<file path="src/rtl/k12_alu_ctrl.sv">
// k12_alu_ctrl: runs one ALU operation at a time. It reads operands from the
// single-port synchronous register file, drives the combinational k12_alu,
// writes the result back and pulses done.
module k12_alu_ctrl #(
    parameter int unsigned REGW  = 8,
    parameter int unsigned RADDR = 3
) (
    input  logic             clk,
    input  logic             rst,
    input  logic             req_valid,
    output logic             req_ready,
    input  logic [15:0]      req_inst,
    input  logic [RADDR-1:0] req_rd,
    input  logic [RADDR-1:0] req_rs,
    input  logic             req_imm,
    input  logic             req_wb,
    output logic [RADDR-1:0] rf_addr,
    output logic             rf_we,
    output logic [REGW-1:0]  rf_wdata,
    input  logic [REGW-1:0]  rf_rdata,
    output logic [REGW-1:0]  alu_a,
    output logic [REGW-1:0]  alu_b,
    output logic [15:0]      alu_inst,
    input  logic [REGW-1:0]  alu_res,
    input  logic             alu_cond,
    output logic             done,
    output logic             cond_flag
);

    localparam int unsigned INSTW = 16;

    typedef enum logic [2:0] {
        S_IDLE = 3'd0,
        S_RD_A = 3'd1,
        S_RD_B = 3'd2,
        S_EXEC = 3'd3,
        S_WB   = 3'd4
    } state_e;

    state_e             state_q, state_d;
    logic [INSTW-1:0]   inst_q, inst_d;
    logic [RADDR-1:0]   rd_q, rd_d;
    logic [RADDR-1:0]   rs_q, rs_d;
    logic               imm_q, imm_d;
    logic               wb_q, wb_d;
    logic [REGW-1:0]    a_q, a_d;
    logic [REGW-1:0]    b_q, b_d;
    logic [INSTW-1:0]   alu_inst_q, alu_inst_d;
    logic [REGW-1:0]    res_q, res_d;
    logic               cond_q, cond_d;
    logic               cond_flag_q, cond_flag_d;
    logic [RADDR-1:0]   rf_addr_q, rf_addr_d;
    logic               rf_we_q, rf_we_d;
    logic [REGW-1:0]    rf_wdata_q, rf_wdata_d;
    logic               done_q, done_d;

    logic               accept_c;
    logic [REGW-1:0]    op_a_c;
    logic [REGW-1:0]    op_b_c;

    // Handshake readiness is a pure decode of the state.
    assign req_ready = (state_q == S_IDLE) || (state_q == S_WB);
    assign accept_c  = req_valid && req_ready;

    // The operand read last arrives from the register file during EXEC itself:
    // rs for the register form, rd for the immediate form.
    assign op_a_c = imm_q ? rf_rdata : a_q;
    assign op_b_c = imm_q ? inst_q[REGW-1:0] : rf_rdata;

    // ALU inputs follow the live operands in EXEC and hold their last values elsewhere.
    assign alu_a    = (state_q == S_EXEC) ? op_a_c : a_q;
    assign alu_b    = (state_q == S_EXEC) ? op_b_c : b_q;
    assign alu_inst = (state_q == S_EXEC) ? inst_q : alu_inst_q;

    assign rf_addr   = rf_addr_q;
    assign rf_we     = rf_we_q;
    assign rf_wdata  = rf_wdata_q;
    assign done      = done_q;
    assign cond_flag = cond_flag_q;

    // Next-state, operand capture and registered output decode.
    always_comb begin
        state_d     = state_q;
        inst_d      = inst_q;
        rd_d        = rd_q;
        rs_d        = rs_q;
        imm_d       = imm_q;
        wb_d        = wb_q;
        a_d         = a_q;
        b_d         = b_q;
        alu_inst_d  = alu_inst_q;
        res_d       = res_q;
        cond_d      = cond_q;
        cond_flag_d = cond_flag_q;
        rf_addr_d   = rf_addr_q;
        rf_we_d     = 1'b0;
        rf_wdata_d  = rf_wdata_q;
        done_d      = 1'b0;

        case (state_q)
            S_IDLE: begin
                if (accept_c) begin
                    inst_d  = req_inst;
                    rd_d    = req_rd;
                    rs_d    = req_rs;
                    imm_d   = req_imm;
                    wb_d    = req_wb;
                    state_d = S_RD_A;
                end
            end
            S_RD_A: begin
                state_d = imm_q ? S_EXEC : S_RD_B;
            end
            S_RD_B: begin
                a_d     = rf_rdata;
                state_d = S_EXEC;
            end
            S_EXEC: begin
                a_d        = op_a_c;
                b_d        = op_b_c;
                alu_inst_d = inst_q;
                res_d      = alu_res;
                cond_d     = alu_cond;
                state_d    = S_WB;
            end
            S_WB: begin
                cond_flag_d = cond_q;
                if (accept_c) begin
                    inst_d  = req_inst;
                    rd_d    = req_rd;
                    rs_d    = req_rs;
                    imm_d   = req_imm;
                    wb_d    = req_wb;
                    state_d = S_RD_A;
                end else begin
                    state_d = S_IDLE;
                end
            end
            default: begin
                state_d = S_IDLE;
            end
        endcase

        // Register-file side outputs are decoded from the state being entered.
        case (state_d)
            S_IDLE: rf_addr_d = '0;
            S_RD_A: rf_addr_d = rd_d;
            S_RD_B: rf_addr_d = rs_q;
            S_WB: begin
                rf_addr_d  = rd_q;
                rf_we_d    = wb_q;
                rf_wdata_d = res_d;
                done_d     = 1'b1;
            end
            default: rf_addr_d = rf_addr_q;
        endcase
    end

    // State and datapath registers with synchronous reset.
    always_ff @(posedge clk) begin
        if (rst) begin
            state_q     <= S_IDLE;
            inst_q      <= '0;
            rd_q        <= '0;
            rs_q        <= '0;
            imm_q       <= 1'b0;
            wb_q        <= 1'b0;
            a_q         <= '0;
            b_q         <= '0;
            alu_inst_q  <= '0;
            res_q       <= '0;
            cond_q      <= 1'b0;
            cond_flag_q <= 1'b0;
            rf_addr_q   <= '0;
            rf_we_q     <= 1'b0;
            rf_wdata_q  <= '0;
            done_q      <= 1'b0;
        end else begin
            state_q     <= state_d;
            inst_q      <= inst_d;
            rd_q        <= rd_d;
            rs_q        <= rs_d;
            imm_q       <= imm_d;
            wb_q        <= wb_d;
            a_q         <= a_d;
            b_q         <= b_d;
            alu_inst_q  <= alu_inst_d;
            res_q       <= res_d;
            cond_q      <= cond_d;
            cond_flag_q <= cond_flag_d;
            rf_addr_q   <= rf_addr_d;
            rf_we_q     <= rf_we_d;
            rf_wdata_q  <= rf_wdata_d;
            done_q      <= done_d;
        end
    end

endmodule

</file>
<file path="config.mk">
export PLATFORM = sky130hd
export DESIGN_NAME = k12_alu_ctrl
export DESIGN_NICKNAME = d
export VERILOG_FILES = /design/src/rtl/k12_alu_ctrl.sv
export SDC_FILE = /design/constraint.sdc
export NUM_CORES = 1
export LEC_CHECK = 0
export CORE_MARGIN = 1
export CORE_UTILIZATION = 46
export CTS_CLUSTER_SIZE = 8
export DETAILED_ROUTE_END_ITERATION = 10
export PLACE_DENSITY_LB_ADDON = 0.3
export SLEW_MARGIN = 20
export SYNTH_ARGS = -nofsm -noshare
export SYNTH_HDL_FRONTEND = slang
export SYNTH_SLANG_ARGS = --single-unit
</file>
<file path="constraint.sdc">
create_clock -name clk -period 2 [get_ports clk]
set_input_delay 0.4 -clock clk [delete_from_list [all_inputs] [get_ports clk]]
set_output_delay 0.4 -clock clk [all_outputs]
set_load 0.03 [all_outputs]
</file>
* After elaboration in Yosys (flattened, before gate mapping) *
Index checks and enable logic that the tools add are counted.
W data, S select, Z words.

operators by class
  eq/ne operators = 7
  mux-type cells = 15
  bitwise logic cells = 1
  reduce and logical (&&, ||, !) cells = 9

operator list
  kind                  count
  $mux W8               5
  $mux W16              1
  $pmux W8 S2           1
  $pmux W3 S5           1
  $pmux W3 S4           1
  $eq A3 B2 Y1 const B  3
  $mux W3               3
  $eq A3 B1 Y1 const B  2
  $eq A3 B3 Y1 const B  2
  $logic_not A3 Y1      2
  $reduce_bool A4 Y1    1
  $reduce_or A2 Y1      2
  $mux W1               3
  $reduce_and A2 Y1     1
  $reduce_bool A2 Y1    1
  $logic_and A1 B1 Y1   1
  $logic_or A1 B1 Y1    1
  $not A1 Y1            1

word-level totals
  bits in registers = 82
  bits of input ports = 44
  output and inout bits = 47
  word-level logic and storage cells = 48

* Logic depth before layout (Yosys ltp) *
Gate-level depths: netlist of run 1.

  depth in word-level cells = 8
  gate-level depth with buffers = 5
  mapped depth without buffers = 3

* Least setup slack after synthesis of run 1 *
Ideal clock, no wire load.

  path type = register to output
  from = reg state_q[2]
  to = out alu_a[0]
  arrival = 1.338 ns
  required time = 1.600 ns
  slack = 0.262 ns
  cell stages (with the launch flop) = 6
  path buffers = 2
  cell sequence = dfxtp_1 > buf_2 > and2b_1 > buf_4 > nand3_4 > mux2_2

between the ends
  longest elaborated chain between the ends = 2

RTL lines
  item                    RTL line  source
  from (decl)             40        state_e state_q, state_d;
  from (signal assigned)  179       state_q <= state_d;
  $eq A3 B2 Y1            71        assign alu_a = (state_q == S_EXEC) ? op_a_c : a_q;
  $mux W8                 71
  to (decl)               21        output logic [REGW-1:0] alu_a,

No other way between the ends.

* Final worst setup path of run 1 *
  from = reg state_q[2]
  to = out alu_a[7]

Same word-level chain as after synthesis.

==> results of run 1 <==
[area by class of cell]
| class | instances | area (µm²) | share of cell area, % |
|---|---|---|---|
| multi-input combinational | 238 | 1405 | 32.74 |
| sequential | 74 | 1496 | 34.87 |
| clock buffer | 10 | 137.6 | 3.207 |
| tap | 77 | 96.34 | 2.245 |
| clock inverter | 6 | 136.4 | 3.178 |
| timing repair buffer | 109 | 1020 | 23.76 |
[sequential cells by signal, summed over array words and instances (netlist names), 8 cells and up]
signal / count
alu_inst_q: 16
a_q: 8
b_q: 8
rf_wdata: 8
inst_q: 16
[how the worst min path moves through the flow]
stage	end	slack [ns]	cells past startpoint
2_1_floorplan	rf_we$_SDFF_PP0_	0.43	1
3_3_place_gp	inst_q[14]$_SDFFE_PP0P_	0.44	2
3_5_place_dp	inst_q[10]$_SDFFE_PP0P_	0.45	2
4_1_cts	rf_addr[1]$_SDFFE_PP0P_	0.32	2
5_1_grt	rf_addr[1]$_SDFFE_PP0P_	0.32	2
6_report	rf_addr[1]$_SDFFE_PP0P_	0.33	2
[logic make-up (layout without fill, tap and decap cells)]
kind of cell	Yosys count	after routing	synth area share (%)
and+or+nand+nor	136	136	21.80
DFF	74	74	49.44
AOI/OAI and AO/OA	69	69	12.32
muxes	32	32	12.03
buffers and inverters	26	125	4.134
xor gates and xnor gates	1	1	0.2923
[worst max-delay path: stages (launching register included)]
cell     delay [ns]
dfxtp_4        0.37
and2b_1        0.21
nand3_4        0.12
mux2_2         0.36
buf_4          0.17
[per-layer routing]
layer  part of all wire [%]  vias up  GRT usage (%)
met5                      0        -              0
met4                    1.2        0          8.276
met3                    5.1       10          4.176
met2                     49       80          37.38
met1                     45     1235          27.05
li1                       -     1322              -
[synthesized netlist by cell type, types with 2 or more instances]
cell type	instances	area (µm²)
buf_4	3	22.52
dfxtp_1	74	1481
buf_2	12	60.06
o21ai_0	11	55.05
nand2b_1	3	18.77
nor2b_1	17	106.4
nand2_1	92	345.3
mux2_2	32	360.4
a21oi_1	53	265.3
nor2_1	3	11.26
nand3_1	9	45.04
clkbuf_1	10	37.54
a222oi_1	2	20.02
[through the flow]
step	setup TNS (ns)	instances	power [mW]	hold WS (ns)
after floorplan	0	338	2.142	0.4296
final	0	514	4.012	0.3287
after global routing	-0.1422	514	4.183	0.3182
after detailed placement	0	492	2.456	0.4473
after global placement	0	492	2.440	0.4390
after CTS	0	510	4.020	0.3151
[repair_timing]
item / in CTS / in global routing
resized for setup: 7 / 6
gates cloned: 0 / 2
setup endpoints to repair: 33 / 28
buffers inserted: 2 / 2
pin swaps: 1 / 1
[power by group]
group | switching [mW] | internal (mW)
Clock | 0.570 | 0.994
Combinational | 0.438 | 0.366
Sequential | 0.0690 | 1.58
Total | 1.08 | 2.94
==> flow_summary.json, run 1 <==
{
  "outcome": "finished, final reports clean",
  "layout_commonest_cell": "nand2_1",
  "ant_nets": 0,
  "min_from": "rst",
  "cp.arrival_ns": 1.57,
  "crit_path_start": "state_q[2]$_SDFF_PP0_",
  "root_buffer": "clkbuf_8",
  "endpoint": "alu_a[7]",
  "rsz0062_at_grt": "true",
  "cts_max_level": 3,
  "grt_pass1_vias": 2415,
  "crit_path_max_fanout": 8,
  "peakVddDrop_uv": 637.7,
  "die_w_um": 82.71,
  "critPathKind": "reg2out",
  "syn_avg_cell_area_um2": 8.866,
  "grt_pass1_wl_um": 11100,
  "post-route-min-period_ns": 1.973,
  "start_util_pct": 47.46,
  "clock_sinks": 74,
  "min_period_over_period_pct": 98.63,
  "crit_path_end_kind": "output port",
  "grt_max_degree": 46,
  "viasPerCell": 5.150,
  "ys_seq_area_share_pct": 49.44,
  "grt_use_total_pct": 21.86,
  "power_density_nw_per_um2": 934.9,
  "ios": 91,
  "clock_skew_ns": 0.008904,
  "post-route-util_pct": 67.97,
  "place_congestion": 0.7635,
  "rows": 29,
  "cts_tree": "built",
  "cts-buffers-inserted": 9,
  "syn-cell-area_um2": 2997,
  "dpl.hpwl_um": 4747,
  "synthFlopType": "dfxtp_1",
  "r2r_cells": 4,
  "drt_first_pass_iters": 4,
  "ys_warn_count": 0,
  "avgRoutedWirePerCell_um": 14.18,
  "drv_slew": 0,
  "leakage_nw": 1.770,
  "maxCapViolCount": 0,
  "final_area_um2": 4292,
  "worstReg2RegEnd": "rf_addr[1]$_SDFFE_PP0P_",
  "fmax_mhz": 507.0,
  "synth.ff_latch_count": 74,
  "fin_ws_ns": 0.02749,
  "die_h_um": 82.71,
  "insertedDiodeCount": 0,
  "synth_edf_count": 0,
  "synthArstFlopShare_pct": 0,
  "overflow": 0,
  "crit_required_ns": 1.60,
  "syn-instance-count": 338,
  "finalWirelength_um": 7289,
  "setup_viol": 0,
  "area_growth_pct": 43.22,
  "die-area_um2": 6841,
  "drt_iter0_drc": 118,
  "final_hold_viol_count": 0,
  "grt_antenna_before_repair": 0,
  "preCtsSetupSlack_ns": 0.1399,
  "tightest_slew_ns": 0.5012,
  "final_cell_mix": "nand2_1, dfxtp_1, clkdlybuf4s50_1, a21oi_1, buf_4",
  "vias": 2647,
  "cts_max_path_buffers": 2,
  "n_fill_cell": 534,
  "drc_errors": 0,
  "slew_headroom_pct": 66.52,
  "drive_gt1_share_pct": 25.86,
  "placedInstanceArea_um2": 3920,
  "core_area_um2": 6314,
  "reg2reg_slack_ns": 0.48,
  "synthesis.nets": 382,
  "nNetsFinal": 476,
  "cp-start-kind": "register",
  "portBuffers": 90,
  "clk_pin_slew_ns": 0.08,
  "hp-class": "in2reg",
  "hold_buffers": 0,
  "synthDistinctLibCells": 30,
  "r2r-start": "state_q[0]$_SDFF_PP0_",
  "insertion_delay_ns": 0.34
}
Note: power is estimated with default switching activity, not from simulation.
==> inputs of run 2 (changes only) <==
--- a/config.mk
+++ b/config.mk
@@ -9,6 +9,7 @@
 export CORE_UTILIZATION = 46
 export CTS_CLUSTER_SIZE = 8
 export DETAILED_ROUTE_END_ITERATION = 10
+export GPL_ROUTABILITY_DRIVEN = 0
 export PLACE_DENSITY_LB_ADDON = 0.3
 export SLEW_MARGIN = 20
 export SYNTH_ARGS = -nofsm -noshare
==> constraint.sdc (replaced) <==
create_clock -name clk -period 2.14 [get_ports clk]
set_input_delay 0.428 -clock clk [delete_from_list [all_inputs] [get_ports clk]]
set_output_delay 0.428 -clock clk [all_outputs]
set_load 0.03 [all_outputs]
==> run 2 against run 1 <==
  * Critical path depth rose by 1
  * Clock skew shrank 0.0031 ns
  * Via count decreased by 0.53%
  * Design area grew 1.4%
  * Critical endpoint is now alu_a[0]
  * Flip-flop and latch count did not move
  * Clock-buffer cell count is 1 higher
  * Setup slack improved by 0.0041 ns
  * Critical path type unchanged
  * Die area did not move
  * Non-clock buffer count increased by 1
  * Hold slack improved by 0.13 ns
==> flow_summary.json, run 2 (synthesis results as in run 1) <==
{
  "outcome": "finished, final reports clean",
  "slew_headroom_pct": 68.46,
  "core_area_um2": 6314,
  "ios": 91,
  "crit_path_max_fanout": 8,
  "power_density_nw_per_um2": 861.0,
  "reg2reg_slack_ns": 0.47,
  "layout_commonest_cell": "nand2_1",
  "grt_max_degree": 39,
  "tightest_slew_ns": 0.4722,
  "post-route-min-period_ns": 2.108,
  "worstReg2RegEnd": "rf_addr[0]$_SDFFE_PP0P_",
  "biggestRegsByFlops": "alu_inst_q: 16 flops, inst_q: 16 flops",
  "insertion_delay_ns": 0.35,
  "holdPathStages": 2,
  "cts_max_path_buffers": 2,
  "drv_slew": 0,
  "hp-class": "reg2reg",
  "die_w_um": 82.71,
  "crit_required_ns": 1.71,
  "placedInstanceArea_um2": 3968,
  "clock_sinks": 74,
  "rsz0062_at_grt": "true",
  "area_growth_pct": 45.22,
  "ant_nets": 0,
  "final_cell_mix": "nand2_1, dfxtp_1, clkdlybuf4s50_1, a21oi_1, mux2_2",
  "clock_skew_ns": 0.005777,
  "min_from": "rf_wdata[2]$_SDFFE_PP0N_",
  "insertedDiodeCount": 0,
  "min_period_over_period_pct": 98.52,
  "maxCapViolCount": 0,
  "grt_use_total_pct": 22.43,
  "setup_viol": 0,
  "grt_pass1_wl_um": 11300,
  "critPathKind": "reg2out",
  "post-route-util_pct": 68.93,
  "fmax_mhz": 474.3,
  "portBuffers": 90,
  "avgRoutedWirePerCell_um": 14.30,
  "leakage_nw": 1.757,
  "cp-start-kind": "register",
  "cp.arrival_ns": 1.68,
  "r2r_cells": 6,
  "dpl.hpwl_um": 4910,
  "viasPerCell": 5.113,
  "cts_max_level": 3,
  "start_util_pct": 47.46,
  "final_hold_viol_count": 0,
  "clk_pin_slew_ns": 0.08,
  "drc_errors": 0,
  "drt_iter0_drc": 120,
  "grt_antenna_before_repair": 0,
  "r2r-start": "state_q[1]$_SDFF_PP0_",
  "setup_tns_ns": 0,
  "overflow": 0,
  "die-area_um2": 6841,
  "vias": 2633,
  "peakVddDrop_uv": 610.5,
  "grt_pass1_vias": 2439,
  "root_buffer": "clkbuf_8",
  "rows": 29,
  "drive_gt1_share_pct": 25.57,
  "finalWirelength_um": 7364,
  "cts_tree": "built",
  "drt_first_pass_iters": 6,
  "crit_path_end_kind": "output port",
  "final_area_um2": 4352,
  "min_to": "rf_wdata[2]$_SDFFE_PP0N_",
  "hold_slack_ns": 0.4546,
  "nNetsFinal": 477,
  "die_h_um": 82.71,
  "cts-buffers-inserted": 9
}
-- run 2: critical path: stages, from the launching register on --
cell and delay [ns]:
dfxtp_2 0.33, buf_6 0.11, and2b_2 0.23, nand3_4 0.16
mux2_4 0.36, buf_6 0.14
-- run 2: power by group --
part	switching [mW]	leakage [nW]	internal [mW]
Sequential	0.0540	0.602	1.47
Clock	0.515	0.134	0.923
Combinational	0.420	1.02	0.365
Total	0.989	1.76	2.76
-- run 2: worst max path at each step --
stage,startpoint,slack [ns],cells past startpoint,endpoint
6_report,state_q[2]$_SDFF_PP0_,0.03,5,alu_a[0]
3_5_place_dp,state_q[2]$_SDFF_PP0_,0.10,4,alu_inst[12]
5_1_grt,state_q[2]$_SDFF_PP0_,-0.01,5,alu_a[1]
4_1_cts,state_q[2]$_SDFF_PP0_,0.002,5,alu_a[0]
2_1_floorplan,state_q[2]$_SDFF_PP0_,0.37,5,alu_a[0]
3_3_place_gp,state_q[2]$_SDFF_PP0_,0.12,4,alu_inst[10]
-- run 2: layout make-up --
type	count	area, µm²
clock buffers	11	141.4
clock inverters	5	125.1
fillers	509	1962
multi-input cells	238	1424
flip-flops and latches	74	1486
repair buffers	110	1079
well taps	77	96.34
-- run 2: timing repair --
| action | CTS | global route |
|---|---|---|
| hold buffers | 0 | 0 |
| endpoints found under the setup margin | 32 | 16 |
| pin swaps | 1 | 0 |
| hold endpoints to repair | 0 | 0 |
| setup buffers | 2 | 4 |
| resized for setup | 72 | 9 |
| cloned | 0 | 0 |
-- run 2: metrics by stage --
step	setup slack [ns]	total power, mW	std cells
global route	-0.01173	3.902	515
global placement	0.1248	2.281	493
finish	0.03157	3.747	515
detailed placement	0.1015	2.297	493
floorplan	0.3736	2.002	338
CTS	0.002180	3.751	511
-- run 2: per-layer routing --
layer,track usage (%),vias to the layer above,share of wire [%]
li1,-,1323,-
met1,26.65,1225,44
met2,37.62,70,48
met3,4.945,15,5.3
met4,11.72,0,2.3
met5,0,-,0
